**src/rtl/ahb_lite_pkg.sv**
```systemverilog
// ---------------------------------------------------------------------------
// ahb_lite_pkg
// Shared AHB-lite encodings and the register-bank slave FSM state type.
//   htrans_e    : IDLE / BUSY / NONSEQ / SEQ transfer types
//   hresp_e     : OKAY / ERROR response codes
//   hsize_e     : transfer size encodings (byte .. dword)
//   slv_state_e : slave data-phase FSM states
// ---------------------------------------------------------------------------
package ahb_lite_pkg;

  typedef enum logic [1:0] {
    HTRANS_IDLE   = 2'b00,
    HTRANS_BUSY   = 2'b01,
    HTRANS_NONSEQ = 2'b10,
    HTRANS_SEQ    = 2'b11
  } htrans_e;

  typedef enum logic [1:0] {
    HRESP_OKAY  = 2'b00,
    HRESP_ERROR = 2'b01
  } hresp_e;

  typedef enum logic [2:0] {
    HSIZE_BYTE  = 3'd0,
    HSIZE_HALF  = 3'd1,
    HSIZE_WORD  = 3'd2,
    HSIZE_DWORD = 3'd3
  } hsize_e;

  typedef enum logic [1:0] {
    ST_IDLE,
    ST_WAIT,
    ST_ERR1,
    ST_ERR2
  } slv_state_e;

endpackage

```
**src/rtl/ahb_wstrb_gen.sv**
```systemverilog
// ---------------------------------------------------------------------------
// ahb_wstrb_gen
// Combinational byte-strobe generator for an AHB data bus.
//   i_hsize    : transfer size (bytes = 2**i_hsize)
//   i_addr     : low address bits selecting the starting byte lane
//   o_strb     : one bit per byte lane touched by the transfer
//   o_misalign : address not aligned to the transfer size
// Oversized transfers are not flagged here; the caller checks hsize.
// ---------------------------------------------------------------------------
module ahb_wstrb_gen
  import ahb_lite_pkg::*;
#(
  parameter  int unsigned DATA_WIDTH = 32,
  localparam int unsigned NB         = DATA_WIDTH / 8,
  localparam int unsigned B          = $clog2(NB)
) (
  input  logic [2:0]    i_hsize,
  input  logic [B-1:0]  i_addr,
  output logic [NB-1:0] o_strb,
  output logic          o_misalign
);

  int unsigned w_bytes;
  int unsigned w_off;

  always_comb begin
    w_bytes    = 32'd1 << i_hsize;
    w_off      = 32'(i_addr);
    o_misalign = (w_off & (w_bytes - 32'd1)) != 32'd0;
    o_strb     = '0;
    for (int unsigned i = 0; i < NB; i++) begin
      if ((i >= w_off) && (i < w_off + w_bytes)) o_strb[i] = 1'b1;
    end
  end

endmodule

```
**src/rtl/ahb_regbank_slave.sv**
```systemverilog
// ---------------------------------------------------------------------------
// ahb_regbank_slave
// AHB-lite register bank with byte-lane writes, read-only mask, programmable
// wait states and a two-cycle ERROR response. All registers are exported
// flat on regs_o for the monitoring logic.
// Ports:
//   clk_i, rst_i        : clock, synchronous active-high reset
//   hsel_i .. hmastlock_i : AHB-lite slave inputs (hburst/hmastlock ignored)
//   hreadyo_o, hresp_o  : transfer done / response (OKAY, ERROR)
//   hrdata_o            : read data, valid only in the completing cycle
//   regs_o              : register i at [i*DATA_WIDTH +: DATA_WIDTH]
// Build option: define AHB_REGBANK_PROT_EN to reject user-mode writes
// (hprot_i[1]==0) with an ERROR response.
// ---------------------------------------------------------------------------
module ahb_regbank_slave
  import ahb_lite_pkg::*;
#(
  parameter int unsigned          N_REGS      = 16,
  parameter int unsigned          DATA_WIDTH  = 32,
  parameter int unsigned          HADDR_WIDTH = 32,
  parameter int unsigned          WAIT_STATES = 0,
  parameter logic [N_REGS-1:0]    RO_MASK     = '0
) (
  input  logic                         clk_i,
  input  logic                         rst_i,
  input  logic                         hsel_i,
  input  logic                         hreadyi_i,
  input  logic [HADDR_WIDTH-1:0]       haddr_i,
  input  logic                         hwrite_i,
  input  logic [1:0]                   htrans_i,
  input  logic [2:0]                   hsize_i,
  input  logic [2:0]                   hburst_i,
  input  logic [DATA_WIDTH-1:0]        hwdata_i,
  input  logic [3:0]                   hprot_i,
  input  logic                         hmastlock_i,
  output logic                         hreadyo_o,
  output logic [1:0]                   hresp_o,
  output logic [DATA_WIDTH-1:0]        hrdata_o,
  output logic [N_REGS*DATA_WIDTH-1:0] regs_o
);

  localparam int unsigned NB   = DATA_WIDTH / 8;
  localparam int unsigned B    = $clog2(NB);
  localparam int unsigned IDXW = $clog2(N_REGS);

  logic [DATA_WIDTH-1:0] r_regs [N_REGS];
  slv_state_e            r_state;
  hresp_e                r_hresp;
  logic                  r_hready;
  logic                  r_dphase;
  logic                  r_write;
  logic [IDXW-1:0]       r_idx;
  logic [NB-1:0]         r_strb;
  logic [3:0]            r_cnt;

  logic            w_accept;
  logic [IDXW-1:0] w_idx;
  logic [NB-1:0]   w_strb;
  logic            w_misalign;
  logic            w_err_addr;
  logic            w_err_size;
  logic            w_err_prot;
  logic            w_err;
  logic            w_complete;
  logic            w_commit;
  logic            w_unused;

  ahb_wstrb_gen #(.DATA_WIDTH(DATA_WIDTH)) u_wstrb (
    .i_hsize   (hsize_i),
    .i_addr    (haddr_i[B-1:0]),
    .o_strb    (w_strb),
    .o_misalign(w_misalign)
  );

  assign w_accept   = hsel_i & hreadyi_i & htrans_i[1];
  assign w_idx      = haddr_i[B +: IDXW];
  assign w_err_addr = (32'(w_idx) >= N_REGS) || ((haddr_i >> (B + IDXW)) != '0);
  assign w_err_size = 32'(hsize_i) > B;
`ifdef AHB_REGBANK_PROT_EN
  assign w_err_prot = hwrite_i & ~hprot_i[1];
`else
  assign w_err_prot = 1'b0;
`endif
  assign w_err      = w_err_addr | w_err_size | w_misalign | w_err_prot;
  assign w_unused   = ^{hburst_i, hmastlock_i, htrans_i[0], hprot_i};

  // hready is only low in WAIT while counting or in ERR1, so a ready cycle
  // in IDLE/WAIT with a pending data phase is the completing cycle.
  assign w_complete = ((r_state == ST_IDLE) || (r_state == ST_WAIT)) && r_hready && r_dphase;
  assign w_commit   = w_complete && r_write && !RO_MASK[r_idx];

  always_ff @(posedge clk_i) begin
    if (rst_i) begin
      r_state  <= ST_IDLE;
      r_hready <= 1'b1;
      r_hresp  <= HRESP_OKAY;
      r_dphase <= 1'b0;
      r_write  <= 1'b0;
      r_idx    <= '0;
      r_strb   <= '0;
      r_cnt    <= '0;
    end else begin
      case (r_state)
        ST_IDLE, ST_WAIT: begin
          if (!r_hready) begin
            r_cnt <= r_cnt - 4'd1;
            if (r_cnt == 4'd1) r_hready <= 1'b1;
          end else begin
            r_hresp <= HRESP_OKAY;
            if (w_accept && w_err) begin
              r_state  <= ST_ERR1;
              r_hready <= 1'b0;
              r_hresp  <= HRESP_ERROR;
              r_dphase <= 1'b0;
            end else if (w_accept) begin
              r_dphase <= 1'b1;
              r_write  <= hwrite_i;
              r_idx    <= w_idx;
              r_strb   <= w_strb;
              if (WAIT_STATES > 0) begin
                r_state  <= ST_WAIT;
                r_cnt    <= 4'(WAIT_STATES);
                r_hready <= 1'b0;
              end else begin
                r_state  <= ST_IDLE;
                r_hready <= 1'b1;
              end
            end else begin
              r_state  <= ST_IDLE;
              r_dphase <= 1'b0;
              r_hready <= 1'b1;
            end
          end
        end
        ST_ERR1: begin
          r_state  <= ST_ERR2;
          r_hready <= 1'b1;
        end
        ST_ERR2: begin
          r_state  <= ST_IDLE;
          r_hresp  <= HRESP_OKAY;
          r_dphase <= 1'b0;
        end
        default: begin
          r_state  <= ST_IDLE;
          r_hready <= 1'b1;
          r_hresp  <= HRESP_OKAY;
          r_dphase <= 1'b0;
        end
      endcase
    end
  end

  always_ff @(posedge clk_i) begin
    if (rst_i) begin
      for (int unsigned i = 0; i < N_REGS; i++) r_regs[i] <= '0;
    end else if (w_commit) begin
      for (int unsigned j = 0; j < NB; j++) begin
        if (r_strb[j]) r_regs[r_idx][j*8 +: 8] <= hwdata_i[j*8 +: 8];
      end
    end
  end

  // Read data comes straight from the array, so a read following a write
  // sees the value committed at the end of the write's data phase.
  assign hrdata_o  = (w_complete && !r_write) ? r_regs[r_idx] : '0;
  assign hreadyo_o = r_hready;
  assign hresp_o   = r_hresp;

  always_comb begin
    regs_o = '0;
    for (int unsigned i = 0; i < N_REGS; i++) regs_o[i*DATA_WIDTH +: DATA_WIDTH] = r_regs[i];
  end

endmodule

```
**config.mk**
```make
export PLATFORM = sky130hd
export DESIGN_NAME = ahb_regbank_slave
export DESIGN_NICKNAME = d
export VERILOG_FILES = /design/src/rtl/ahb_lite_pkg.sv /design/src/rtl/ahb_wstrb_gen.sv /design/src/rtl/ahb_regbank_slave.sv
export SDC_FILE = /design/constraint.sdc
export NUM_CORES = 1
export LEC_CHECK = 0
export ABC_CLOCK_PERIOD_IN_PS = 6400
export CORE_AREA = 2 2 247 249
export CTS_CLUSTER_DIAMETER = 50
export CTS_CLUSTER_SIZE = 8
export DETAILED_ROUTE_END_ITERATION = 10
export DIE_AREA = 0 0 249 251
export GPL_TIMING_DRIVEN = 0
export PLACE_DENSITY = 0.7
export SLEW_MARGIN = 30
export SYNTH_ARGS = -nofsm -noshare
export SYNTH_HDL_FRONTEND = slang
export SYNTH_HIERARCHICAL = 1
export SYNTH_SLANG_ARGS = --single-unit
export TNS_END_PERCENT = 30
```
**constraint.sdc**
```tcl
create_clock -name clk_i -period 6.4 [get_ports clk_i]
set_input_delay 1.6 -clock clk_i [delete_from_list [all_inputs] [get_ports clk_i]]
set_output_delay 1.6 -clock clk_i [all_outputs]
set_load 0.02 [all_outputs]
```
# After elaboration in Yosys (flattened, before gate mapping)
# Memory sizes are Yosys's and may differ from the RTL's. A register that Yosys moved wholly into a read port is not among the register bits.
# Cells that the tools add are included.
# word_totals
regBits	19
mem_bits_rw	512
mem_bits_ro	16
output_inout_bits	547
n_memories	2
# op_classes
add_sub_neg	3
magnitude_cmp	9
eq_ne	5
shifts	1
mux	45
bitwise_logic	7
reduce_logical	22
# mem_list
memory	depth	word_bits	read_ports	rd_clocked_by_memory_dff	wr	line	source
r_regs	16	32	17	1	16	ahb_regbank_slave.sv:46	logic [DATA_WIDTH-1:0] r_regs [N_REGS];
(name not given)	16	1	1	1	0	ahb_regbank_slave.sv:90	assign w_commit = w_complete && r_write && !RO_MASK[r_idx];
# ops
op	count
$lt 1x32->1 const A	2
$lt 2x32->1 const A	2
$mux 32	2
$reduce_bool 32->1	2
$add 2x32->32	1
$and 2x32->32	1
$reduce_or 32->1	1
$shl 1x3->32 const A	1
$sub 32x1->32 const B	1
$mux 1	30
$mux 4	6
$logic_and 1x1->1	9
$mux 2	3
$pmux 2 s3	1
$lt 4x5->1 const B	1
$eq 2x2->1 const B	2
$eq 4x1->1 const B	1
$ge 1x2->1 const A	2
$pmux 1 s2	2
$pmux 2 s2	1
$reduce_and 2->1	2
$reduce_and 4->1	1
$reduce_bool 2->1	2
$sub 4x1->4 const B	1
11 further kinds	15

# Logic depth before layout (Yosys ltp)
# logic_depth
word_depth	11
ltp_mapped	9
depth_no_buf	9

# Hierarchy
# Netlist, hierarchy kept.
# by_module_without_submodules
mod	n_inst	cells_each	area_per_inst_um2	seq_area_each_um2
ahb_regbank_slave	1	1593	24976.5	15815.2
ahb_wstrb_gen	1	22	183.9	0.0

# Worst setup path after synthesis
# OpenSTA, ideal clock, no wires.
# synth_timing
kind	input port to flip-flop
start	input port hsize_i[0]
end	register with a tool-made name
t_arrival_ns	3.159
t_required_ns	6.328
path_slack_ns	3.169
path_stages	9
path_buffers	1
path_cell_list	nor3_1 > inv_1 > ha_1 > o21bai_1 > nor4_2 > nand4_2 > nor3_4 > buf_12 > mux2i_1
# synth_lines
element	line	source
from (decl)	ahb_regbank_slave.sv:31	input logic [2:0] hsize_i,

# Final worst setup path
# layout_timing
start	register r_hready, in the netlist hreadyo_o
end	output port hrdata_o[3]
# layout_via
elab_chain_len	4
# layout_lines
element	line	source
from (decl)	ahb_regbank_slave.sv:49	logic r_hready;
from (signal assigned)	ahb_regbank_slave.sv:95	r_hready <= 1'b1;
from (signal assigned)	ahb_regbank_slave.sv:107	if (r_cnt == 4'd1) r_hready <= 1'b1;
from (signal assigned)	ahb_regbank_slave.sv:112	r_hready <= 1'b0;
$logic_and 1x1->1 (2 in series)	ahb_regbank_slave.sv:89	assign w_complete = ((r_state == ST_IDLE) || (r_state == ST_WAIT)) && r_hready && r_dphase;
$logic_and 1x1->1	ahb_regbank_slave.sv:166	assign hrdata_o = (w_complete && !r_write) ? r_regs[r_idx] : '0;
$mux 32	ahb_regbank_slave.sv:166	
to (decl)	ahb_regbank_slave.sv:38	output logic [DATA_WIDTH-1:0] hrdata_o,
# Every way passes these cells.

==> reports/metrics.cfg <==
[outcome]
outcome = complete, no violations

[synthesis]
seq_area_frac_synth = 0.629
synth_nets = 1703
synth_ff_type = edfxtp_1
yosysTopAreaCell = edfxtp_1
synth-edff-count = 512
syn_area_per_cell_um2 = 15.6
ys.warnings.count = 6
ys_top_cells_by_area = edfxtp_1, and2_1, mux4_2
netlist_area_um2 = 25200
async_flop_share = 0
ys_ff_latch = 534
synth_cell_types = 51
synth_top_area_frac = 0.611
netlist_instances = 1615

[timing]
slew_headroom = 0.293
fmax_mhz = 190
hold_viol = 0
finalCritPeriodShare = 0.821
finClkSkew_ps = 24.2
finalMaxSlewViolations = 0
worst_slew_pin_slew_ps = 1060
tns_ps = 0
final-setup-viol-count = 0
rsz0062_at_grt = no
period_minus_slack_ps = 5250

[grt]
antenna_found_initial = 5
grt_max_degree = 11
grt.total_usage = 0.303
grt_pass1_vias = 17973
grt_pass1_wl_mm = 133
grt_overflow = 0

[job]
maxCapViolCount = 0

[critical_path]
regToRegStartpoint = r_idx[0]
startpoint_type = register
r2r_end = r_regs[13][29]
ff2ff_setup_slack_ps = 3550
required_ps = 4800
crit_type = reg2out
crit_fanout = 10
crit_path_end_kind = output pin
crit_arrival_ps = 3650
rr_worst_depth = 4

[clocking]
cts_tree = built
cts_root_buf = clkbuf_16
cts_sinks = 534
cts_setup_buffers = 0
clk_path_buf_depth = 3
cts.repair.resized = 0
clk_pin_slew_ps = 50
cts_buffers = 78
cts_hold_buf = 0
h-tree-depth = 3
clk_latency_ps = 610

[final_layout]
final_core_util = 0.576
final_common_cell = clkdlybuf4s50_1
layout.nets = 2401
layout_common_cells = clkdlybuf4s50_1, and2_1, edfxtp_1
fin_cells = 3118
drive_gt1_frac = 0.142
area_growth_pct = 36.9

[die]
io_pins = 629
dieWidth_um = 249
dieArea_um2 = 62500
rows = 90
die_h_um = 251
core_area_um2 = 59800
initial_core_util = 0.421

[place]
place_inst = 3015
gp_congestion = 0.935
hpwlAfterDp_mm = 72.4
port_buffers = 618

[drt]
vias = 17761
drt_pass1_iterations = 6
vias_per_cell = 5.70
first_iter_violations = 1829
wl_per_cell_um = 31.0
wl_mm = 96.6
drc = 0
ant_nets = 0

[pwr]
power_density_nw_per_um2 = 254
peakVddDrop_mv = 0.177
p_leak_uw = 0.0117

[hold_path]
hold_class = reg2reg
holdCritStartpoint = hresp_o[0]
whs_path_depth = 2
holdPathEnd = hresp_o[0]

[worst max-delay path: stages, from the launching register on]
cell	delay, ps
dfxtp_1	400
nor2b_2	340
nand4b_1	660
clkbuf_1	590
o22ai_1	350
clkdlybuf4s50_1	680
[kinds of logic (layout without fill, tap and decap cells)]
kind of cell / count (synthesis) / count (layout) / synth area share
mux: 205 / 205 / 0.145
xor+xnor: 3 / 3 / 0.00104
simple gates: 723 / 723 / 0.188
other cells: 1 / 3 / 0.000149
compound gates: 44 / 44 / 0.0123
flops: 534 / 534 / 0.629
fa+ha+maj: 6 / 6 / 0.00328
buf+inv: 99 / 818 / 0.0214
[sequential cells by signal, indices dropped and copies added (netlist names), named ones only]
signal and cells:
hresp_o 1, r_cnt 4, hreadyo_o 1, r_dphase 1
r_idx 4, r_state 2, r_regs 512, r_write 1
r_strb 4
[per-stage QoR]
step | power [uW] | hold WS (ps) | instance area (um^2) | worst slack [ps]
4_1_cts | 8750 | 466 | 34400 | 1170
3_5_place_dp | 5120 | 450 | 32300 | 1840
5_1_grt | 8930 | 503 | 34400 | 1060
3_3_place_gp | 5110 | 448 | 32300 | 1470
2_1_floorplan | 4540 | 441 | 25200 | 3170
6_report | 8750 | 459 | 34500 | 1150
[how the worst max path moves through the flow]
stage	from	endpoint	slack (ps)	cells past startpoint
6_report	hreadyo_o	hrdata_o[3]	1150	5
5_1_grt	hreadyo_o	hrdata_o[3]	1060	5
4_1_cts	hreadyo_o	hrdata_o[10]	1170	5
3_5_place_dp	hreadyo_o	hrdata_o[10]	1840	5
3_3_place_gp	register	hrdata_o[29]	1470	5
2_1_floorplan	hsize_i[0]	register	3170	9
[metal layers]
metal | vias up | global-route usage | share of wire | wire [um]
li1 | 7340 | - | - | -
met3 | 218 | 0.0893 | 0.099 | 9560
met1 | 9047 | 0.375 | 0.37 | 36200
met2 | 1146 | 0.498 | 0.48 | 46400
met4 | 10 | 0.130 | 0.045 | 4360
met5 | - | 0 | 0.00066 | 64
[power by group]
part | internal [uW] | switching [uW]
Combinational | 406 | 509
Sequential | 4000 | 147
Clock | 2220 | 1460
[final cells by class]
cell class                 count  area [um^2]
antenna                        2         5.00
buffer                        91          514
clock buffer                  92         2050
clock inverter                 9         68.8
fill                        4682        25300
inverter                       8         30.0
multi-input combinational    982         8810
sequential                   534        15800
tap                          782          978
timing repair buffer         618         6190
[Yosys cell counts (8+ instances only)]
cell / number
edfxtp_1: 512
or2_2: 24
buf_4: 13
nor2_4: 40
mux2i_1: 77
and2_1: 512
or2_1: 40
buf_2: 11
o22ai_1: 32
nand2_1: 16
mux4_2: 128
nand2b_1: 20
clkbuf_1: 59
nor2_1: 36
dfxtp_1: 22
inv_1: 8
(Power assumes the default switching activity.)
==> RTL edit 1 (config.mk and constraints unchanged) <==
Add a define of `AHB_REGBANK_PROT_EN`.
--- a/src/rtl/ahb_regbank_slave.sv
+++ b/src/rtl/ahb_regbank_slave.sv
@@ -13,4 +13,6 @@
 // (hprot_i[1]==0) with an ERROR response.
 // ---------------------------------------------------------------------------
+`define AHB_REGBANK_PROT_EN
+
 module ahb_regbank_slave
   import ahb_lite_pkg::*;
Function: not settled (the Yosys comparison gave no result); the edit may change what the design does.
==> RTL edit 1 against the unedited design <==
Via count is 0.17% lower. Total power is 2.5% higher. Routed wire length down 0.40%. Area after synthesis decreased by 1.8%. Sequential cell count unchanged. Register-to-register slack lost 0.14 ns. Global-route usage is essentially flat. Cell area down 0.72%. Worst setup slack lost 0.25 ns. Largest power group unchanged.
==> RTL edit 1: results (changes against the unedited design) <==
metric	value	unit	change
CP Data Arrival Time	3.91	ns	+0.26 ns
initial DRC count	1727		-5.6%
Int Power	6.79	mW	+2.5%
via count	17731		-0.17%
reg-to-reg endpoint	r_regs[12][21]		
max_slew headroom	30.9	%	+1.6 points
DP Worst Slack	1.53	ns	-0.313 ns
layout cells sized above 1	14.7	%	+0.50 points
GRT Overall Usage	30.3	%	-0.046 points
worst reg-to-reg path cell count	6		+2
CP max FO	10		unchanged
initial antenna violation count	3		-2
static leakage	11.9	nW	+1.4%
clock buffer count from CTS	80		+2.6%
# fillers	4649		-0.70%
RD Place Congestion	0.904		-3.2%
Synth Area in Adders	0.334	%	+0.0059 points
compound-gate portion of the synthesized area	1.23	%	-0.0031 points
Post-synth ARST share	0	%	unchanged
Synth cell types	48		-5.9%
r2r setup slk	3.41	ns	-0.14 ns
xor and xnor area share after synthesis	0.106	%	+0.0019 points
Routed WL	96200	µm	-0.40%
NumNets Final	2398		-0.12%
status	finished, final reports clean		
Crit Reg-Reg Startpoint	r_state[1]		
Synth top cells by count	512 x edfxtp_1, 509 x and2_1, 128 x mux4_2		
register area share after synthesis	64.0	%	+1.1 points
Worst Hold Depth	1		-1
max incr delay on CP	0.72	ns	+0.04 ns
Clk power	3.91	mW	+6.3%
peak supply drop	0.000190	V	+7.6%
largest net degree at the start of global routing	12		+1
clk_skew	0.0217	ns	-0.00247 ns
synthesized net count	1696		-0.41%
mux cell area share after synthesis	14.6	%	+0.10 points
Gate power share	10.2	%	-0.3 points
DPL Wire Length	72300	µm	-0.21%
PortBufs	619		+0.16%
Synth area leaders	edfxtp_1 62%, and2_1 13%, mux4_2 12%		
Worst Hold Launch	hresp_o[0]		
drt first pass iters	5		-1
first-pass GRT wire length	133000	µm	-0.19%
[RTL edit 1: metal layers]
layer | vias to the layer above | GRT usage [%] | part of all wire, %
li1 | 7334 | - | -
met1 | 9081 | 39.6 | 39
met2 | 1144 | 49.3 | 48
met3 | 172 | 6.31 | 9.0
met4 | 0 | 13.0 | 3.9
met5 | - | 0 | 0
[RTL edit 1: how the worst max path moves through the flow]
stage	end	cells past startpoint	startpoint	slack (ns)
after floorplan	hrdata_o[21]	5	hreadyo_o	2.93
after global placement	hrdata_o[22]	7	register	1.53
after detailed placement	hrdata_o[22]	7	register	1.53
after CTS	hrdata_o[22]	7	register	0.86
after global routing	hrdata_o[22]	7	register	0.81
final	hrdata_o[22]	7	register	0.89
[RTL edit 1: logic make-up (layout without fill, tap and decap cells)]
logic type | after synthesis | count (layout)
flops | 534 | 534
mux | 201 | 201
fa+ha+maj | 6 | 6
other cells | 1 | 6
simple gates | 721 | 721
xor+xnor | 3 | 3
buf+inv | 99 | 827
compound gates | 43 | 43
[RTL edit 1: layout make-up]
cell class | instances | area, µm² | area share, %
Sequential cell | 534 | 15800 | 46.2
Timing Repair Buffer | 620 | 6210 | 18.1
Antenna cell | 5 | 12.5 | 0.0366
Tap cell | 782 | 978 | 2.86
Inverter | 9 | 33.8 | 0.0988
Multi-Input combinational cell | 975 | 8470 | 24.8
Clock inverter | 13 | 171 | 0.501
Buffer | 90 | 409 | 1.20
Clock buffer | 95 | 2110 | 6.17
[RTL edit 1: stage by stage]
step                      area, µm²  total power [mW]  instances  hold slack [ns]
final                         34200              8.97       3123            0.468
after global placement        31900              5.11       3009            0.448
after global routing          34200              9.17       3118            0.476
after detailed placement      31900              5.12       3009            0.448
after CTS                     34200              8.97       3117            0.467
after floorplan               24700              4.54       1608            0.450
==> RTL edit 2 (same flow settings) <==
Made on the original files. Change the parameter `N_REGS` from 16 to 8.
--- a/src/rtl/ahb_regbank_slave.sv
+++ b/src/rtl/ahb_regbank_slave.sv
@@ -16,5 +16,5 @@
   import ahb_lite_pkg::*;
 #(
-  parameter int unsigned          N_REGS      = 16,
+  parameter int unsigned          N_REGS      = 8,
   parameter int unsigned          DATA_WIDTH  = 32,
   parameter int unsigned          HADDR_WIDTH = 32,
Ports: changed (resized regs_o); port bits go from 629 to 373. The function was not compared with the original's and may differ.
==> RTL edit 2 against the unedited design <==
Count of clock-buffer cells in the layout down 40. Critical path type unchanged. Fmax up 4.9%. Routed wire length down 51%. Hold slack better by 0.016 ns. Total power down 44%. Sequential cell count down 258. Worst setup slack better by 0.24 ns. Clock power down 39%. Cell area down 44%. Area after synthesis down 48%. Largest cell class unchanged.
==> RTL edit 2: results (changes against the unedited design) <==
metric	value	unit	change
status	finished, final reports clean		
first-pass GRT wire length	66800	µm	-50%
CTS H-Tree Depth	2		-1
met1 global-route usage	17.4	%	-20 points
mux cell area share after synthesis	14.3	%	-0.27 points
largest net degree at the start of global routing	13		+2
dpl cell area	0.0177	mm²	-45%
Synth area leaders	edfxtp_1 59%, and2_1 12%, mux4_2 11%		
metal2 WL	23700	µm	-49%
clock buffer count from CTS	48		-38%
M2 GR Usage	25.8	%	-24 points
PortBufs	362		-41%
NumNets Final	1363		-43%
post-DR wirelength/cell	22.9	µm	-26%
clk_lat worst skew	0.57	ns	-0.04 ns
Synth cell types	46		-9.8%
Post-synth EDFFs	256		-50%
GRT Overall Usage	14.9	%	-15 points
peak supply drop	0.000175	V	-1.1%
initial DRC count	422		-77%
register area share after synthesis	61.6	%	-1.3 points
Synth top cells by count	256 x and2_1, 256 x edfxtp_1, 64 x mux4_2		
clk_skew	0.0294	ns	+0.00516 ns
CP Data Arrival Time	3.41	ns	-0.24 ns
DPL Wire Length	36600	µm	-50%
DP Worst Slack	1.96	ns	+0.115 ns
Clock Root Buffer	clkbuf_16		
RD Place Congestion	0.841		-10%
max incr delay on CP	0.66	ns	-0.02 ns
GR met3 Demand/Resource	5.14	%	-3.8 points
Slew @ Worst Pin	0.991	ns	-0.0694 ns
static leakage	6.44	nW	-45%
Synth Area in Adders	0.629	%	+0.30 points
Syn Area/Cell	15.2	µm²	-2.3%
# fillers	5792		+24%
layout cells sized above 1	14.7	%	+0.51 points
Routed WL	47600	µm	-51%
synthesized net count	951		-44%
compound-gate portion of the synthesized area	0.886	%	-0.35 points
met3 WL	3960	µm	-59%
via count	8886		-50%
Post-synth ARST share	0	%	unchanged
vias in the first global route	9347		-48%
initial antenna violation count	2		-3
placed insts	2007		-33%
xor and xnor area share after synthesis	0.200	%	+0.096 points
M1 WL	18800	µm	-48%
RTL edit 2: final cells by class:
| cell class | count | area (µm²) | area share, % |
|---|---|---|---|
| antenna | 1 | 2.50 | 0.0131 |
| buffer | 31 | 180 | 0.942 |
| clock buffer | 52 | 1220 | 6.36 |
| clock inverter | 19 | 174 | 0.909 |
| inverter | 8 | 30.0 | 0.157 |
| multi-input combinational | 548 | 4840 | 25.3 |
| sequential | 276 | 8090 | 42.3 |
| tap | 782 | 978 | 5.12 |
| timing repair buffer | 362 | 3620 | 18.9 |
RTL edit 2: final timing paths:
kind         startpoint       endpoint  slack [ns]  cells past startpoint
max           hreadyo_o   hrdata_o[23]        1.39                      5
min          hresp_o[0]     hresp_o[0]        0.48                      2
max reg2reg    r_idx[2]  r_regs[4][23]        4.01                      3
min reg2reg  hresp_o[0]     hresp_o[0]        0.48                      2
RTL edit 2: critical path, delay by kind of cell, from the launching register on:
family        cells  cell delay (ns)
simple gates      3             1.23
flops             1             0.41
buf+inv           2             1.20
RTL edit 2: power by group:
part / total, mW / switching [mW] / leakage [nW] / internal, mW
Combinational: 0.484 / 0.258 / 3.17 / 0.226
Clock: 2.26 / 0.840 / 0.685 / 1.42
Sequential: 2.12 / 0.0611 / 2.59 / 2.06
Total: 4.87 / 1.16 / 6.44 / 3.71
RTL edit 2: cell families (layout without fill, tap and decap cells):
family | after synthesis | in the layout
flops | 276 | 276
xor+xnor | 3 | 3
compound gates | 13 | 13
buf+inv | 39 | 472
other cells | 1 | 2
fa+ha+maj | 6 | 6
simple gates | 418 | 418
mux | 107 | 107
